### src/rtl/bombsquad_pkg.sv
// Shared types and constants for the sequence puzzle controller.
// State enum, symbol codes, LFSR seed and display command.
package bombsquad_pkg;

  typedef enum logic [2:0] {
    S_IDLE,
    S_GEN,
    S_SHOW,
    S_ENTRY,
    S_CHECK,
    S_PASS,
    S_FAIL
  } state_t;

  localparam logic [3:0]  SYM0      = 4'b1110;
  localparam logic [3:0]  SYM1      = 4'b1101;
  localparam logic [3:0]  SYM2      = 4'b1011;
  localparam logic [3:0]  SYM3      = 4'b0111;
  localparam logic [15:0] LFSR_SEED = 16'hACE1;
  localparam logic [7:0]  DISP_SHOW = 8'h10;

  // Fibonacci taps 16,14,13,11 shifting toward the MSB.
  function automatic logic [15:0] lfsr_step(input logic [15:0] l);
    return {l[14:0], l[15] ^ l[13] ^ l[12] ^ l[10]};
  endfunction

  function automatic logic [3:0] sym_of(input logic [1:0] c);
    logic [3:0] s;
    s = SYM0;
    unique case (c)
      2'd0: s = SYM0;
      2'd1: s = SYM1;
      2'd2: s = SYM2;
      2'd3: s = SYM3;
    endcase
    return s;
  endfunction

  function automatic logic [15:0] gen_seq(input logic [15:0] l);
    logic [15:0] s;
    s = '0;
    for (int k = 0; k < 4; k++) begin
      s[4*k +: 4] = sym_of(l[2*k +: 2]);
    end
    return s;
  endfunction

endpackage

### src/rtl/sequence_puzzle_ctrl_btn_edge.sv
// btn_edge: two-flop synchroniser plus registered rising-edge pulse.
// The pulse appears three clocks after the raw input edge.
module btn_edge (
  input  logic clk,
  input  logic reset,
  input  logic btn,
  output logic pulse
);

  logic s1;
  logic s2;
  logic s3;

  always_ff @(posedge clk or negedge reset) begin
    if (!reset) begin
      s1    <= 1'b0;
      s2    <= 1'b0;
      s3    <= 1'b0;
      pulse <= 1'b0;
    end else begin
      s1    <= btn;
      s2    <= s1;
      s3    <= s2;
      pulse <= s2 & ~s3;
    end
  end

endmodule

### src/rtl/sequence_puzzle_ctrl.sv
// Memory-sequence puzzle: show a random 4-symbol target, collect entries, score.
// Optional ENTRY_TIMEOUT_EN adds an idle-entry timeout that costs a strike.
module sequence_puzzle_ctrl
  import bombsquad_pkg::*;
#(
  parameter int CLK_HZ      = 50_000_000,
  parameter int SHOW_SEC    = 2,
  parameter int MAX_STRIKES = 3
`ifdef ENTRY_TIMEOUT_EN
  ,
  parameter int ENTRY_TIMEOUT_SEC = 10
`endif
) (
  input  logic        clk,
  input  logic        reset,
  input  logic        start,
  input  logic        btn_move,
  input  logic        btn_next,
  input  logic [3:0]  sel_code,
  output logic [15:0] sequence_out,
  output logic [7:0]  display_cmd,
  output logic        one_sec,
  output logic        move_pulse,
  output logic        next_pulse,
  output logic        solved,
  output logic        failed,
  output logic        strike,
  output logic [1:0]  strikes,
  output logic        busy
);

  localparam int DW = (CLK_HZ > 1) ? $clog2(CLK_HZ) : 1;
  localparam int SW = $clog2(SHOW_SEC + 1);

  logic [DW-1:0] div;
  logic [15:0]   lfsr;
  logic          mv_raw;
  logic          nx_raw;
  state_t        state;
  logic [SW-1:0] show_cnt;
  logic [1:0]    idx;
  logic [15:0]   entry_q;
  logic [1:0]    strikes_inc;
  logic          hit_max;
  logic          do_strike;

  btn_edge u_move (
    .clk   (clk),
    .reset (reset),
    .btn   (btn_move),
    .pulse (mv_raw)
  );

  btn_edge u_next (
    .clk   (clk),
    .reset (reset),
    .btn   (btn_next),
    .pulse (nx_raw)
  );

  // next wins a same-cycle tie with move
  assign next_pulse = nx_raw;
  assign move_pulse = mv_raw & ~nx_raw;

  always_ff @(posedge clk or negedge reset) begin
    if (!reset) begin
      div     <= '0;
      one_sec <= 1'b0;
      lfsr    <= LFSR_SEED;
    end else begin
      lfsr <= lfsr_step(lfsr);
      if (div == DW'(CLK_HZ - 1)) begin
        div     <= '0;
        one_sec <= 1'b1;
      end else begin
        div     <= div + 1'b1;
        one_sec <= 1'b0;
      end
    end
  end

`ifdef ENTRY_TIMEOUT_EN
  localparam int TW = $clog2(ENTRY_TIMEOUT_SEC + 1);
  logic [TW-1:0] tmo_cnt;
  logic          tmo_hit;

  assign tmo_hit = (state == S_ENTRY) && !next_pulse && one_sec
                && (tmo_cnt == TW'(ENTRY_TIMEOUT_SEC - 1));

  always_ff @(posedge clk or negedge reset) begin
    if (!reset) begin
      tmo_cnt <= '0;
    end else if (state != S_ENTRY || next_pulse) begin
      tmo_cnt <= '0;
    end else if (one_sec) begin
      tmo_cnt <= tmo_cnt + 1'b1;
    end
  end
`else
  logic tmo_hit;
  assign tmo_hit = 1'b0;
`endif

  assign strikes_inc = strikes + 2'd1;
  assign hit_max     = (strikes_inc == 2'(MAX_STRIKES));

  always_comb begin
    do_strike = tmo_hit;
    if (state == S_CHECK && entry_q != sequence_out) begin
      do_strike = 1'b1;
    end
  end

  always_ff @(posedge clk or negedge reset) begin
    if (!reset) begin
      state        <= S_IDLE;
      sequence_out <= '0;
      display_cmd  <= '0;
      solved       <= 1'b0;
      failed       <= 1'b0;
      strike       <= 1'b0;
      strikes      <= '0;
      busy         <= 1'b0;
      show_cnt     <= '0;
      idx          <= '0;
      entry_q      <= '0;
    end else begin
      display_cmd <= '0;
      strike      <= 1'b0;
      unique case (state)
        S_IDLE: begin
          if (start) begin
            state <= S_GEN;
            busy  <= 1'b1;
          end
        end
        S_GEN: begin
          sequence_out <= gen_seq(lfsr);
          strikes      <= '0;
          idx          <= '0;
          show_cnt     <= '0;
          display_cmd  <= DISP_SHOW;
          state        <= S_SHOW;
        end
        S_SHOW: begin
          if (one_sec) begin
            if (show_cnt == SW'(SHOW_SEC - 1)) begin
              state <= S_ENTRY;
              idx   <= '0;
            end else begin
              show_cnt <= show_cnt + 1'b1;
            end
          end
        end
        S_ENTRY: begin
          if (next_pulse) begin
            entry_q[4*idx +: 4] <= sel_code;
            idx                 <= idx + 2'd1;
            if (idx == 2'd3) begin
              state <= S_CHECK;
            end
          end
        end
        S_CHECK: begin
          if (entry_q == sequence_out) begin
            state  <= S_PASS;
            solved <= 1'b1;
            busy   <= 1'b0;
          end
        end
        S_PASS: state <= S_PASS;
        S_FAIL: state <= S_FAIL;
        default: state <= S_IDLE;
      endcase

      if (do_strike) begin
        strike  <= 1'b1;
        strikes <= (strikes == 2'(MAX_STRIKES)) ? strikes : strikes_inc;
        if (hit_max) begin
          state  <= S_FAIL;
          failed <= 1'b1;
          busy   <= 1'b0;
        end else begin
          state       <= S_SHOW;
          display_cmd <= DISP_SHOW;
          show_cnt    <= '0;
          idx         <= '0;
        end
      end
    end
  end

endmodule

### config.mk
export PLATFORM = sky130hd
export DESIGN_NAME = sequence_puzzle_ctrl
export DESIGN_NICKNAME = d
export VERILOG_FILES = /design/src/rtl/bombsquad_pkg.sv /design/src/rtl/sequence_puzzle_ctrl_btn_edge.sv /design/src/rtl/sequence_puzzle_ctrl.sv
export SDC_FILE = /design/constraint.sdc
export NUM_CORES = 1
export LEC_CHECK = 0
export BUFFER_PORTS_ARGS = -buffer_cell sky130_fd_sc_hd__buf_2
export CORE_ASPECT_RATIO = 2
export CORE_MARGIN = 2
export CORE_UTILIZATION = 49
export CTS_CLUSTER_SIZE = 25
export DETAILED_ROUTE_END_ITERATION = 7
export HOLD_SLACK_MARGIN = 0.15
export PLACE_DENSITY = 0.67
export SETUP_SLACK_MARGIN = 0.05
export SYNTH_ARGS = -nofsm -noshare
export SYNTH_HDL_FRONTEND = slang
export SYNTH_SLANG_ARGS = --single-unit
### constraint.sdc
create_clock -name clk -period 4.9 [get_ports clk]
set_input_delay 0.98 -clock clk [delete_from_list [all_inputs] [get_ports clk]]
set_output_delay 0.98 -clock clk [all_outputs]
set_load 0.05 [all_outputs]
==> results of run 1 <==
-- sequential cells by signal, summed over array words and instances (netlist names), 2 cells and up --
| name | flops |
|---|---|
| div | 26 |
| entry_q | 16 |
| lfsr | 16 |
| sequence_out | 16 |
| state | 3 |
| idx | 2 |
| show_cnt | 2 |
| strikes | 2 |
-- cell usage after synthesis (all sizes together) (4+ instances only) --
cell type	instances	area share, %
dfrtp	89	52
nand2	50	4.4
nor2	41	3.6
xnor2	27	5.6
o21ai	24	2.8
a31oi	17	2.5
nand3	17	2.1
inv	16	1.4
xor2	12	2.5
nand4	10	1.6
buf	9	1.7
ha	9	2.7
dfstp	8	5.0
nor3	8	1.3
clkbuf	6	0.53
a21oi	5	0.68
nor4	5	1.7
and3	4	0.59
mux2i	4	0.94
nor2b	4	0.59
-- worst paths after layout --
check	from	to	slack [ns]	depth (start not counted)
max reg2reg	div[0]	div[22]	2.67	6
min	u_move.s1	u_move.s2	0.35	0
max	div[0]	div[22]	2.67	6
min reg2reg	u_move.s1	u_move.s2	0.35	0
min in group asynchronous	reset	sequence_out[2]	0.78	1
max in group asynchronous	reset	lfsr[5]	3.21	2
-- where the power goes --
| group | total, mW | leakage [nW] | switching, mW | internal, mW |
|---|---|---|---|---|
| clock network | 0.805 | 0.167 | 0.302 | 0.503 |
| logic | 0.609 | 0.775 | 0.399 | 0.210 |
| registers | 1.07 | 1.21 | 0.145 | 0.923 |
| total | 2.48 | 2.15 | 0.846 | 1.64 |
-- through the flow --
step	hold slack [ns]	cells	util (%)
after global placement	0.333	521	52.6
after floorplan	0.331	400	-
after CTS	0.350	537	56.7
after global routing	0.355	537	56.7
final	0.350	537	56.7
after detailed placement	0.335	521	52.6
-- cell families after synthesis --
group	after synthesis	share of synthesized area [%]
compound gates	57	8.05
xor+xnor	39	8.05
fa+ha+maj	9	2.65
buf+inv	31	3.63
flops	97	57.4
mux	6	1.47
other cells	1	0.0884
simple gates	154	18.6
-- per-layer routing --
layer	global-route usage, %	share of wire, %	vias to the layer above
li1	-	-	1402
met1	20.4	38	1399
met2	34.3	55	70
met3	2.08	2.7	25
met4	13.8	5.1	0
met5	0	0	-
-- layout make-up --
type,count,area share [%]
sequential,97,50.4
tap,100,2.59
multi-input combinational,272,34.7
clock inverter,7,2.56
inverter,16,1.24
timing repair buffer,36,3.88
clock buffer,9,4.65
-- placed cells by master (no fill, tap or decap), types with 2 or more instances in the layout --
cell type | Yosys | layout
o21ai_0 | 24 | 24
buf_4 | 8 | 3
mux2i_1 | 4 | 4
and4_1 | 2 | 2
conb_1 | 1 | 7
nor4_4 | 2 | 2
mux2_2 | 2 | 2
ha_1 | 9 | 9
dfrtp_1 | 89 | 89
a21oi_1 | 4 | 4
o22ai_1 | 2 | 2
a31oi_1 | 17 | 17
clkbuf_16 | 0 | 9
nor2b_1 | 4 | 4
inv_6 | 0 | 2
xnor2_1 | 27 | 27
bufinv_16 | 0 | 3
nand2b_1 | 3 | 3
nand3_1 | 16 | 16
and3_1 | 4 | 4
nor3_1 | 6 | 6
or3_1 | 3 | 3
nor4_2 | 2 | 2
xor2_1 | 12 | 12
o21a_1 | 2 | 2
nor2_1 | 41 | 41
buf_2 | 0 | 33
dfstp_2 | 8 | 8
nand2_1 | 50 | 50
nand4_1 | 9 | 9
inv_1 | 16 | 16
==> impl_metrics.json, run 1 <==
{
  "path_buf_inv": 0,
  "viasPerCell": 5.39,
  "netlist_area_um2": 4240,
  "drv_slew": 0,
  "p_leak_nw": 2.15,
  "die-area_um2": 9460,
  "die_h_um": 136,
  "slew_headroom_pct": 36.4,
  "hpwl_um": 6140,
  "end_kind": "register",
  "yosysUniqueCellTypes": 49,
  "fin_nets": 450,
  "postCtsSetupBuffers": 0,
  "wl_um": 8350,
  "final_cell_area_um2": 4840,
  "num_antenna_cells": 0,
  "insertion_delay_ns": 0.34,
  "fin_worst_skew_ns": 0.00584,
  "synth_top_flop_cell": "dfrtp_1",
  "cts.sinks": 97,
  "start_util_pct": 49.8,
  "netlist_instances": 394,
  "place_ws_ns": 2.66,
  "async_reset_ff_share_pct": 100,
  "seq_area_um2": 2440,
  "cp.required_ns": 5.12,
  "port_buffers": 34,
  "gp_congestion": 0.906,
  "clk_pin_slew_ns": 0.07,
  "cts_resized": 0,
  "place_area_um2": 4490,
  "max_freq_mhz": 449,
  "syn_area_per_cell_um2": 10.8,
  "rsz0062_at_grt": "false",
  "max_stage_delay_ns": 0.82,
  "p_total_mw": 2.48,
  "worstPathCellList": "ha_1 -> nand2_1 -> or2_1 -> nor4_4 -> o21bai_1 -> o21ai_0",
  "seq_area_frac_synth_pct": 57.4,
  "drtAntennaViolNets": 0,
  "period_needed_ns": 2.23,
  "tightest_slew_ns": 0.954,
  "max-clock-path-buffers": 2,
  "hold_buffers": 0,
  "cts_tree": "done",
  "drive_above_1_share_pct": 17.4,
  "pin_count": 42,
  "crit_arrival_ns": 2.45,
  "area_delta_synth_final_pct": 14.0,
  "root_buffer": "clkbuf_16",
  "ys_ff_latch": 97,
  "core_area_um2": 8530,
  "ys_warn_count": 0,
  "setup_ws_ns": 2.67,
  "grt_pass1_wl_um": 13800,
  "grt-ovfl-total": 0,
  "fillers": 773,
  "grt_max_degree": 79,
  "cap_violations": 0,
  "wl_per_cell_um": 15.5,
  "slowest_stage": "nor4_4",
  "start_kind": "register",
  "synth_edf_count": 0,
  "cts_buffers": 9,
  "antenna_found_initial": 0,
  "max-vdd-ir-drop_uv": 298,
  "tns_ns": 0,
  "vias": 2896,
  "firstDrtPassIters": 4,
  "drc_errors": 0,
  "grt_pass1_vias": 2909,
  "std_cell_rows": 48,
  "period_share_pct": 45.5,
  "grt_usage_pct": 19.1,
  "crit_type": "register to register",
  "crit_fanout": 16,
  "power.density_nw_per_um2": 513,
  "hp-class": "register to register",
  "drtIter0Drc": 137,
  "outcome": "completed",
  "crit_family": "simple AND/OR/NAND/NOR gates",
  "die_w_um": 69.8,
  "multiInputGateArea_um2": 1680,
  "finalHoldViolations": 0,
  "htreeDepth": 3,
  "finalSetupViolCount": 0
}
Note: power is estimated with default switching activity, not from simulation.
==> run 2, diff against run 1 <==
--- a/config.mk
+++ b/config.mk
@@ -12,7 +12,7 @@
 export CTS_CLUSTER_SIZE = 25
 export DETAILED_ROUTE_END_ITERATION = 7
 export HOLD_SLACK_MARGIN = 0.15
-export PLACE_DENSITY = 0.67
+export PLACE_DENSITY = 0.7
 export SETUP_SLACK_MARGIN = 0.05
 export SYNTH_ARGS = -nofsm -noshare
 export SYNTH_HDL_FRONTEND = slang
==> constraint.sdc (replaced) <==
create_clock -name clk -period 2 [get_ports clk]
set_input_delay 0.4 -clock clk [delete_from_list [all_inputs] [get_ports clk]]
set_output_delay 0.4 -clock clk [all_outputs]
set_load 0.05 [all_outputs]
==> impl_metrics.json, run 2 (same netlist as run 1, synthesis figures left out) <==
{
  "wl_per_cell_um": 15.3,
  "fillers": 746,
  "max_freq_mhz": 543,
  "dp.cells": 531,
  "drtAntennaViolNets": 0,
  "drtIter0Drc": 159,
  "max-vdd-ir-drop_uv": 509,
  "grt_pass1_wl_um": 14300,
  "whs_ns": 0.162,
  "outcome": "completed",
  "fin_nets": 463,
  "num_antenna_cells": 0,
  "final_common_cell": "dfrtp_1",
  "core_area_um2": 8530,
  "antenna_found_initial": 0,
  "root_buffer": "clkbuf_16",
  "hpwl_um": 6310,
  "grt-ovfl-total": 0,
  "tns_ns": 0,
  "std_cell_rows": 48,
  "clk_pin_slew_ns": 0.07,
  "place_ws_ns": 0.129,
  "finalSetupViolCount": 0,
  "p_total_mw": 5.89,
  "insertion_delay_ns": 0.34,
  "cp.required_ns": 2.27,
  "cts_tree": "done",
  "power.density_nw_per_um2": 1190,
  "port_buffers": 34,
  "drv_slew": 0,
  "grt_max_degree": 52,
  "crit_arrival_ns": 2.11,
  "drc_errors": 0,
  "finalHoldViolations": 0,
  "cap_violations": 0,
  "firstDrtPassIters": 4,
  "cts.sinks": 97,
  "drive_above_1_share_pct": 19.6,
  "htreeDepth": 3,
  "top_register": "div",
  "period_share_pct": 92.0,
  "vias": 2936,
  "final_core_util_pct": 57.9,
  "largest_register_ffs": 26,
  "r2r_slack_ns": 0.16,
  "max-clock-path-buffers": 2,
  "die_h_um": 136,
  "p_leak_nw": 2.20,
  "setup_ws_ns": 0.159,
  "area_delta_synth_final_pct": 16.5,
  "slowest_stage": "dfrtp_1",
  "path_buf_inv": 0,
  "viasPerCell": 5.34,
  "start_kind": "register",
  "wl_um": 8420,
  "fin_cells": 550,
  "pin_count": 42,
  "grt_pass1_vias": 3001,
  "crit_family": "simple AND/OR/NAND/NOR gates",
  "fin_worst_skew_ns": 0.00969,
  "max_stage_delay_ns": 0.44,
  "final_cell_mix": "dfrtp_1, nand2_1, nor2_1",
  "worstPathCellList": "nand4_2 -> nor2_1 -> nand3_2 -> or3_1 -> a21oi_2",
  "rsz0062_at_grt": "true",
  "final_cell_area_um2": 4940,
  "hp-class": "primary input to register",
  "die_w_um": 69.8,
  "grt_usage_pct": 19.4,
  "die-area_um2": 9460,
  "crit_type": "register to register",
  "gp_congestion": 0.864,
  "cts_buffers": 9,
  "end_kind": "register",
  "place_area_um2": 4600,
  "period_needed_ns": 1.84,
  "crit_fanout": 5,
  "start_util_pct": 49.8
}
run 2: changes by cell type in the layout (fill, tap and decap cells not counted):
cell / previous run / this run
a2111oi_1: 0 / 1
nor3_1: 6 / 5
inv_8: 0 / 2
buf_4: 3 / 11
buf_12: 0 / 3
bufinv_16: 3 / 0
nor3_2: 1 / 2
dlygate4sd3_1: 0 / 2
clkinv_4: 1 / 0
a2111oi_0: 1 / 0
clkinv_8: 0 / 2
run 2: path summary, 6_finish.rpt:
check / to / cells after the start / start
worst max-delay path: div[25] / 5 / div[3]
max in group asynchronous: lfsr[5] / 3 / reset
worst max register to register: div[25] / 5 / div[3]
worst min-delay path: u_move.s1 / 1 / btn_move
min in group asynchronous: sequence_out[0] / 2 / reset
worst min register to register: u_move.s2 / 0 / u_move.s1
run 2: timing repair:
action | CTS | global route
setup endpoints to repair | 0 | 3
gates resized for setup | 0 | 2
hold buffers | 2 | 0
endpoints found under the hold margin | 21 | 0
buffers inserted | 0 | 1
run 2: routing by layer:
layer | global-route usage, % | share of wire (%)
met1 | 20.4 | 38
met2 | 36.1 | 57
met3 | 4.24 | 3.1
met4 | 8.87 | 2.6
met5 | 0 | 0
run 2: area by class of cell:
class | instances | area, um2 | share of cell area, %
flip-flops and latches | 97 | 2440 | 49.3
multi-input cells | 272 | 1690 | 34.1
repair buffers | 49 | 328 | 6.63
clock buffers | 9 | 225 | 4.56
well taps | 100 | 125 | 2.53
clock inverters | 7 | 80.1 | 1.62
inverters | 16 | 60.1 | 1.22
run 2: where the power goes:
| part | switching [mW] | internal (mW) | leakage (nW) |
|---|---|---|---|
| clock | 0.820 | 0.891 | 0.146 |
| sequential | 0.303 | 2.26 | 1.21 |
| combinational | 1.06 | 0.555 | 0.848 |
| total | 2.18 | 3.71 | 2.20 |
